`config.mk`:
```
export PLATFORM = sky130hd
export DESIGN_NAME = instr_sequencer
export DESIGN_NICKNAME = d
export VERILOG_FILES = /design/src/rtl/cpu_pkg.sv /design/src/rtl/prog_rom.sv /design/src/rtl/instr_sequencer.sv
export SDC_FILE = /design/constraint.sdc
export NUM_CORES = 2
export LEC_CHECK = 0
export ABC_CLOCK_PERIOD_IN_PS = 8300
export CORE_MARGIN = 2
export CORE_UTILIZATION = 60
export DETAILED_ROUTE_END_ITERATION = 8
export PLACE_DENSITY = 0.77
export REMOVE_ABC_BUFFERS = 1
export SYNTH_ARGS = -nofsm -noshare
export SYNTH_HDL_FRONTEND = slang
export SYNTH_HIERARCHICAL = 1
export SYNTH_SLANG_ARGS = --single-unit
```
`constraint.sdc`:
```
create_clock -name clk -period 8.3 [get_ports clk]
set_input_delay 0.83 -clock clk [delete_from_list [all_inputs] [get_ports clk]]
set_output_delay 0.83 -clock clk [all_outputs]
set_load 0.03 [all_outputs]
```
`src/rtl/cpu_pkg.sv`:
```
// Shared definitions for the simple_cpu instruction path: class codes, per-class
// retire latencies and the sequencer state encoding.
package cpu_pkg;

  localparam logic [1:0] CLS_HALT  = 2'b00;
  localparam logic [1:0] CLS_STD   = 2'b01;
  localparam logic [1:0] CLS_LOAD  = 2'b10;
  localparam logic [1:0] CLS_STORE = 2'b11;

  localparam int LAT_STD = 3;
  localparam int LAT_MEM = 4;

  typedef enum logic [1:0] {
    IDLE = 2'b00,
    RUN  = 2'b01,
    DONE = 2'b10
  } state_t;

  // Cycles the CU needs to retire one instruction of the given class.
  function automatic logic [2:0] lat(input logic [1:0] cls);
    return (cls == CLS_STD) ? 3'(LAT_STD) : 3'(LAT_MEM);
  endfunction

endpackage

```
`src/rtl/prog_rom.sv`:
```
// Host-loaded program store: synchronous write port, asynchronous read port.
module prog_rom #(
  parameter int INSTR_WIDTH = 20,
  parameter int PC_BITS     = 6
) (
  input  logic                   clk,
  input  logic                   we,
  input  logic [PC_BITS-1:0]     waddr,
  input  logic [INSTR_WIDTH-1:0] wdata,
  input  logic [PC_BITS-1:0]     raddr,
  output logic [INSTR_WIDTH-1:0] rdata
);

  logic [INSTR_WIDTH-1:0] mem [2**PC_BITS];

  always_ff @(posedge clk) begin
    if (we) mem[waddr] <= wdata;
  end

  assign rdata = mem[raddr];

endmodule

```
`src/rtl/instr_sequencer.sv`:
```
// Presents each stored instruction to simple_cpu for exactly its retire latency,
// back to back, until a HALT word, the last address, or a stop request.
module instr_sequencer
  import cpu_pkg::*;
#(
  parameter int INSTR_WIDTH = 20,
  parameter int PC_BITS     = 6,
  parameter int CNT_WIDTH   = 7
) (
  input  logic                   clk,
  input  logic                   rst,
  input  logic                   prog_we,
  input  logic [PC_BITS-1:0]     prog_addr,
  input  logic [INSTR_WIDTH-1:0] prog_data,
  input  logic                   start,
  input  logic                   stop,
  output logic [INSTR_WIDTH-1:0] instruction,
  output logic [PC_BITS-1:0]     pc,
  output logic                   busy,
  output logic                   done,
  output logic [CNT_WIDTH-1:0]   instr_count
);

  localparam logic [PC_BITS-1:0] PC_LAST = {PC_BITS{1'b1}};

  state_t                 state_q, state_d;
  logic [INSTR_WIDTH-1:0] instr_q, instr_d;
  logic [PC_BITS-1:0]     pc_q, pc_d;
  logic [CNT_WIDTH-1:0]   cnt_q, cnt_d;
  logic [2:0]             hold_q, hold_d;
  logic                   stop_pend_q, stop_pend_d;

  logic [PC_BITS-1:0]     rd_addr;
  logic [INSTR_WIDTH-1:0] rd_data;
  logic [1:0]             rd_cls;
  logic                   rom_we;

  // Outside RUN the only word ever needed is mem[0]; in RUN it is the successor.
  assign rd_addr = (state_q == RUN) ? pc_q + 1'b1 : '0;
  assign rd_cls  = rd_data[INSTR_WIDTH-1 -: 2];
  assign rom_we  = prog_we && ((state_q == IDLE) || (state_q == DONE));

  prog_rom #(
    .INSTR_WIDTH(INSTR_WIDTH),
    .PC_BITS    (PC_BITS)
  ) u_prog_rom (
    .clk  (clk),
    .we   (rom_we),
    .waddr(prog_addr),
    .wdata(prog_data),
    .raddr(rd_addr),
    .rdata(rd_data)
  );

  always_ff @(posedge clk) begin
    if (rst) begin
      state_q     <= IDLE;
      instr_q     <= '0;
      pc_q        <= '0;
      cnt_q       <= '0;
      hold_q      <= '0;
      stop_pend_q <= 1'b0;
    end else begin
      state_q     <= state_d;
      instr_q     <= instr_d;
      pc_q        <= pc_d;
      cnt_q       <= cnt_d;
      hold_q      <= hold_d;
      stop_pend_q <= stop_pend_d;
    end
  end

  always_comb begin
    state_d     = state_q;
    instr_d     = instr_q;
    pc_d        = pc_q;
    cnt_d       = cnt_q;
    hold_d      = hold_q;
    stop_pend_d = stop_pend_q;
    case (state_q)
      IDLE: begin
        if (start) begin
          pc_d        = '0;
          cnt_d       = '0;
          stop_pend_d = 1'b0;
          if (rd_cls == CLS_HALT) begin
            state_d = DONE;
            instr_d = '0;
          end else begin
            // One extra cycle on the first word while the CU leaves RESET.
            state_d = RUN;
            instr_d = rd_data;
            hold_d  = lat(rd_cls) + 3'd1;
          end
        end
      end
      RUN: begin
        if (hold_q == 3'd1) begin
          cnt_d = cnt_q + CNT_WIDTH'(1);
          if (stop_pend_q || stop || (pc_q == PC_LAST) || (rd_cls == CLS_HALT)) begin
            state_d     = DONE;
            instr_d     = '0;
            hold_d      = '0;
            stop_pend_d = 1'b0;
          end else begin
            pc_d    = pc_q + 1'b1;
            instr_d = rd_data;
            hold_d  = lat(rd_cls);
          end
        end else begin
          hold_d = hold_q - 3'd1;
          if (stop) stop_pend_d = 1'b1;
        end
      end
      DONE: begin
        instr_d = '0;
      end
      default: begin
        state_d     = IDLE;
        instr_d     = '0;
        pc_d        = '0;
        cnt_d       = '0;
        hold_d      = '0;
        stop_pend_d = 1'b0;
      end
    endcase
  end

  assign instruction = instr_q;
  assign pc          = pc_q;
  assign instr_count = cnt_q;
  assign busy        = (state_q == RUN);
  assign done        = (state_q == DONE);

endmodule
```
==> flow_metrics.env <==
export IMPL_core_um2=83800
export IMPL_layout_nets=2610
export IMPL_numCtsBuffers=130
export IMPL_io_pins=66
export IMPL_internal_power_w=0.0110
export IMPL_hold_violations=0
export IMPL_wire_per_inst_um=31.8
export IMPL_synth_seq_area_share=0.770
export IMPL_vdd_drop_max_mv=0.219
export IMPL_arrival_ns=6.69
export IMPL_synthDistinctLibCells=61
export IMPL_cp_common_cell="a32o_1"
export IMPL_clkPwrFrac=0.421
export IMPL_fp_dieH_um=295
export IMPL_p_leak_nw=17.5
export IMPL_crit_path_start_kind="flip-flop"
export IMPL_crit_type="reg -> reg"
export IMPL_clockBufferDepth=3
export IMPL_crit_fanout=43
export IMPL_tightest_slew_ns=1.28
export IMPL_path_clk_slew_ns=0.06
export IMPL_grt_max_degree=65
export IMPL_postSynthCellCount=2411
export IMPL_syn_avg_cell_area_um2=21.1
export IMPL_p_per_area_nw_per_um2=242
export IMPL_rsz0062_at_grt="false"
export IMPL_drcViolationCount=0
export IMPL_area_growth_pct=12.8
export IMPL_switching_share=0.212
export IMPL_hpwl_mm=67.3
export IMPL_outcome="complete, no violations"
export IMPL_grt_pass1_vias=25500
export IMPL_final_period_utilization=0.726
export IMPL_startpoint="state_q[0]"
export IMPL_comb_power_share=0.051
export IMPL_cts_sinks=1319
export IMPL_postCtsSetupBuffers=0
export IMPL_hold_start="instruction[18]"
export IMPL_grt_pass1_wl_mm=176
export IMPL_relSlewSlack=0.145
export IMPL_hold_class="reg -> reg"
export IMPL_antenna_left=0
export IMPL_stdcell_area_um2=57400
export IMPL_grt_overflow=0
export IMPL_crit_path_top_delay_cell="a32o_1"
export IMPL_clk_latency_ns=0.73
export IMPL_routed_wl_mm=122
export IMPL_vias_per_cell=6.73
export IMPL_worst_setup_path_end_kind="flip-flop"
export IMPL_rows=106
export IMPL_postCtsResizedCells=0
export IMPL_finalPower_w=0.0139
export IMPL_place_congestion=0.883
export IMPL_numPortBuffers=65
export IMPL_hold_buffers=0
export IMPL_setup_tns_ns=0
export IMPL_drtIter0Drc=3442
export IMPL_ys_warnings_count=6
export IMPL_layout_min_cycle_time_ns=6.03
export IMPL_cts_tree="done"
export IMPL_r2r_start="state_q[0]"
export IMPL_ys_seq_elements=1319
export IMPL_post_dp_cell_area_um2=53200
export IMPL_setup_viol=0
export IMPL_cpPeakStageDelay_ns=0.73
export IMPL_final_max_slew_viol_count=0
export IMPL_layout_drive_gt1_share=0.247
export IMPL_antenna_found_initial=7
export IMPL_fmax_mhz=166
export IMPL_synthFlopType="edfxtp_1"
export IMPL_cp_data_required_time_ns=8.96
export IMPL_syn_area_um2=50900
export IMPL_p_sw_w=0.00295
export IMPL_dieWidth_um=295
export IMPL_vias=25700
export IMPL_cts_root_buffer="clkbuf_16"
export IMPL_synth_edff_count=1280
export IMPL_grt_usage=0.286
export IMPL_synth_async_reset_ratio=0
export IMPL_drtPass1Iterations=6
export IMPL_finClkSkew_ns=0.0135
export IMPL_dieArea_um2=87200
export IMPL_maxCapViolations=0
export IMPL_seq_power_share=0.529
export IMPL_start_util=0.607
export IMPL_htreeDepth=4
export IMPL_crit_path_cell_trace="nand2b_1, inv_2, o21a_4, buf_4, mux4_2, mux2i_1, a21o_1, o31ai_1, and3_1, or2_1, o211a_1, a32o_1, a32o_1"
-- cells in the final DEF (no fill, tap or decap), types with 27 or more instances in the layout --
cell	instances
mux4_2	264
clkdlybuf4s50_1	45
clkbuf_16	131
a22oi_1	64
clkinv_1	31
edfxtp_1	1280
clkbuf_1	27
dfxtp_1	39
buf_4	105
a31oi_1	33
o22ai_1	54
o21ai_0	36
nor2_2	64
mux2i_1	186
-- worst paths after layout --
path / slack (ns) / cells after the start / to
hold reg to reg: 0.47 / 2 / instruction[18]
setup / recovery: 2.27 / 13 / instruction[11]
setup reg to reg: 2.27 / 13 / instruction[11]
hold / removal: 0.47 / 2 / instruction[18]
-- flip-flops by register name (all words and copies together), names as in the netlist --
name            flops
pc                  6
stop_pend_q         1
instr_count         7
u_prog_rom/mem   1280
state_q             2
instruction        20
hold_q              3
-- cell type report --
class                           count  area [µm²]
Inverter                            8        30.0
Clock buffer                      158        3380
Sequential cell                  1319       39200
Antenna cell                        1        2.50
Timing Repair Buffer              172        1380
Tap cell                         1134        1420
Fill cell                        5041       26400
Multi-Input combinational cell    944       11100
Clock inverter                     82         875
-- cell families (layout without fill, tap and decap cells) --
logic type | Yosys count | after routing | share of synthesized area
xor gates and xnor gates | 3 | 3 | 0.000516
and+or+nand+nor | 196 | 196 | 0.0190
DFF | 1319 | 1319 | 0.770
adders and majority gates | 4 | 4 | 0.000983
buffers and inverters | 148 | 420 | 0.0153
muxes | 457 | 457 | 0.155
other | 0 | 1 | 0
AOI/OAI and AO/OA | 284 | 284 | 0.0390
-- critical path, delay by kind of cell (launching register included) --
family	cells	cell delay [ns]
and+or+nand+nor	3	1.12
buffers and inverters	2	0.75
muxes	2	0.33
DFF	1	0.66
AOI/OAI and AO/OA	6	3.03
-- power groups by stage --
stage               Sequential (W)  Combinational, W  Clock [W]
floorplan                  0.00751          0.000767          0
global placement           0.00749          0.000679          0
detailed placement         0.00750          0.000701          0
CTS                        0.00736          0.000708    0.00592
global route               0.00736          0.000748    0.00617
finish                     0.00736          0.000705    0.00586
-- cells in the mapped netlist (all sizes together), types with 5 or more instances --
| master | number | area share |
|---|---|---|
| edfxtp | 1280 | 0.76 |
| mux4 | 264 | 0.12 |
| mux2i | 186 | 0.037 |
| nor2 | 87 | 0.0064 |
| buf | 86 | 0.011 |
| a22oi | 64 | 0.0094 |
| clkbuf | 54 | 0.0040 |
| o22ai | 54 | 0.0066 |
| dfxtp | 39 | 0.015 |
| o21ai | 36 | 0.0035 |
| a31oi | 33 | 0.0041 |
| nand2 | 25 | 0.0018 |
| a32o | 22 | 0.0043 |
| o31ai | 18 | 0.0027 |
| a21o | 16 | 0.0024 |
| and3 | 16 | 0.0020 |
| a21oi | 15 | 0.0015 |
| nor2b | 14 | 0.0018 |
| nor3 | 10 | 0.0012 |
| nand3 | 9 | 0.00098 |
| inv | 8 | 0.00059 |
| nand2b | 8 | 0.00098 |
| mux2 | 7 | 0.0015 |
| nand3b | 5 | 0.00074 |
| or3 | 5 | 0.00061 |
-- metal layers --
metal / up-vias / track usage / wire, µm
met4: 2 / 0.117 / 5130
met5: - / 0 / 12
met3: 266 / 0.0571 / 13700
met2: 1658 / 0.453 / 59100
met1: 13300 / 0.398 / 43600
li1: 10500 / - / -
-- stage by stage --
stage	setup slack (ns)	hold slack, ns	cells	util
floorplan	-24.61	0.450	2271	-
global placement	2.72	0.460	3577	0.634
detailed placement	2.51	0.461	3577	0.634
CTS	2.48	0.469	3817	0.685
global route	2.03	0.505	3817	0.685
finish	2.27	0.469	3818	0.685
No activity file was read; power rests on OpenSTA's default activity.
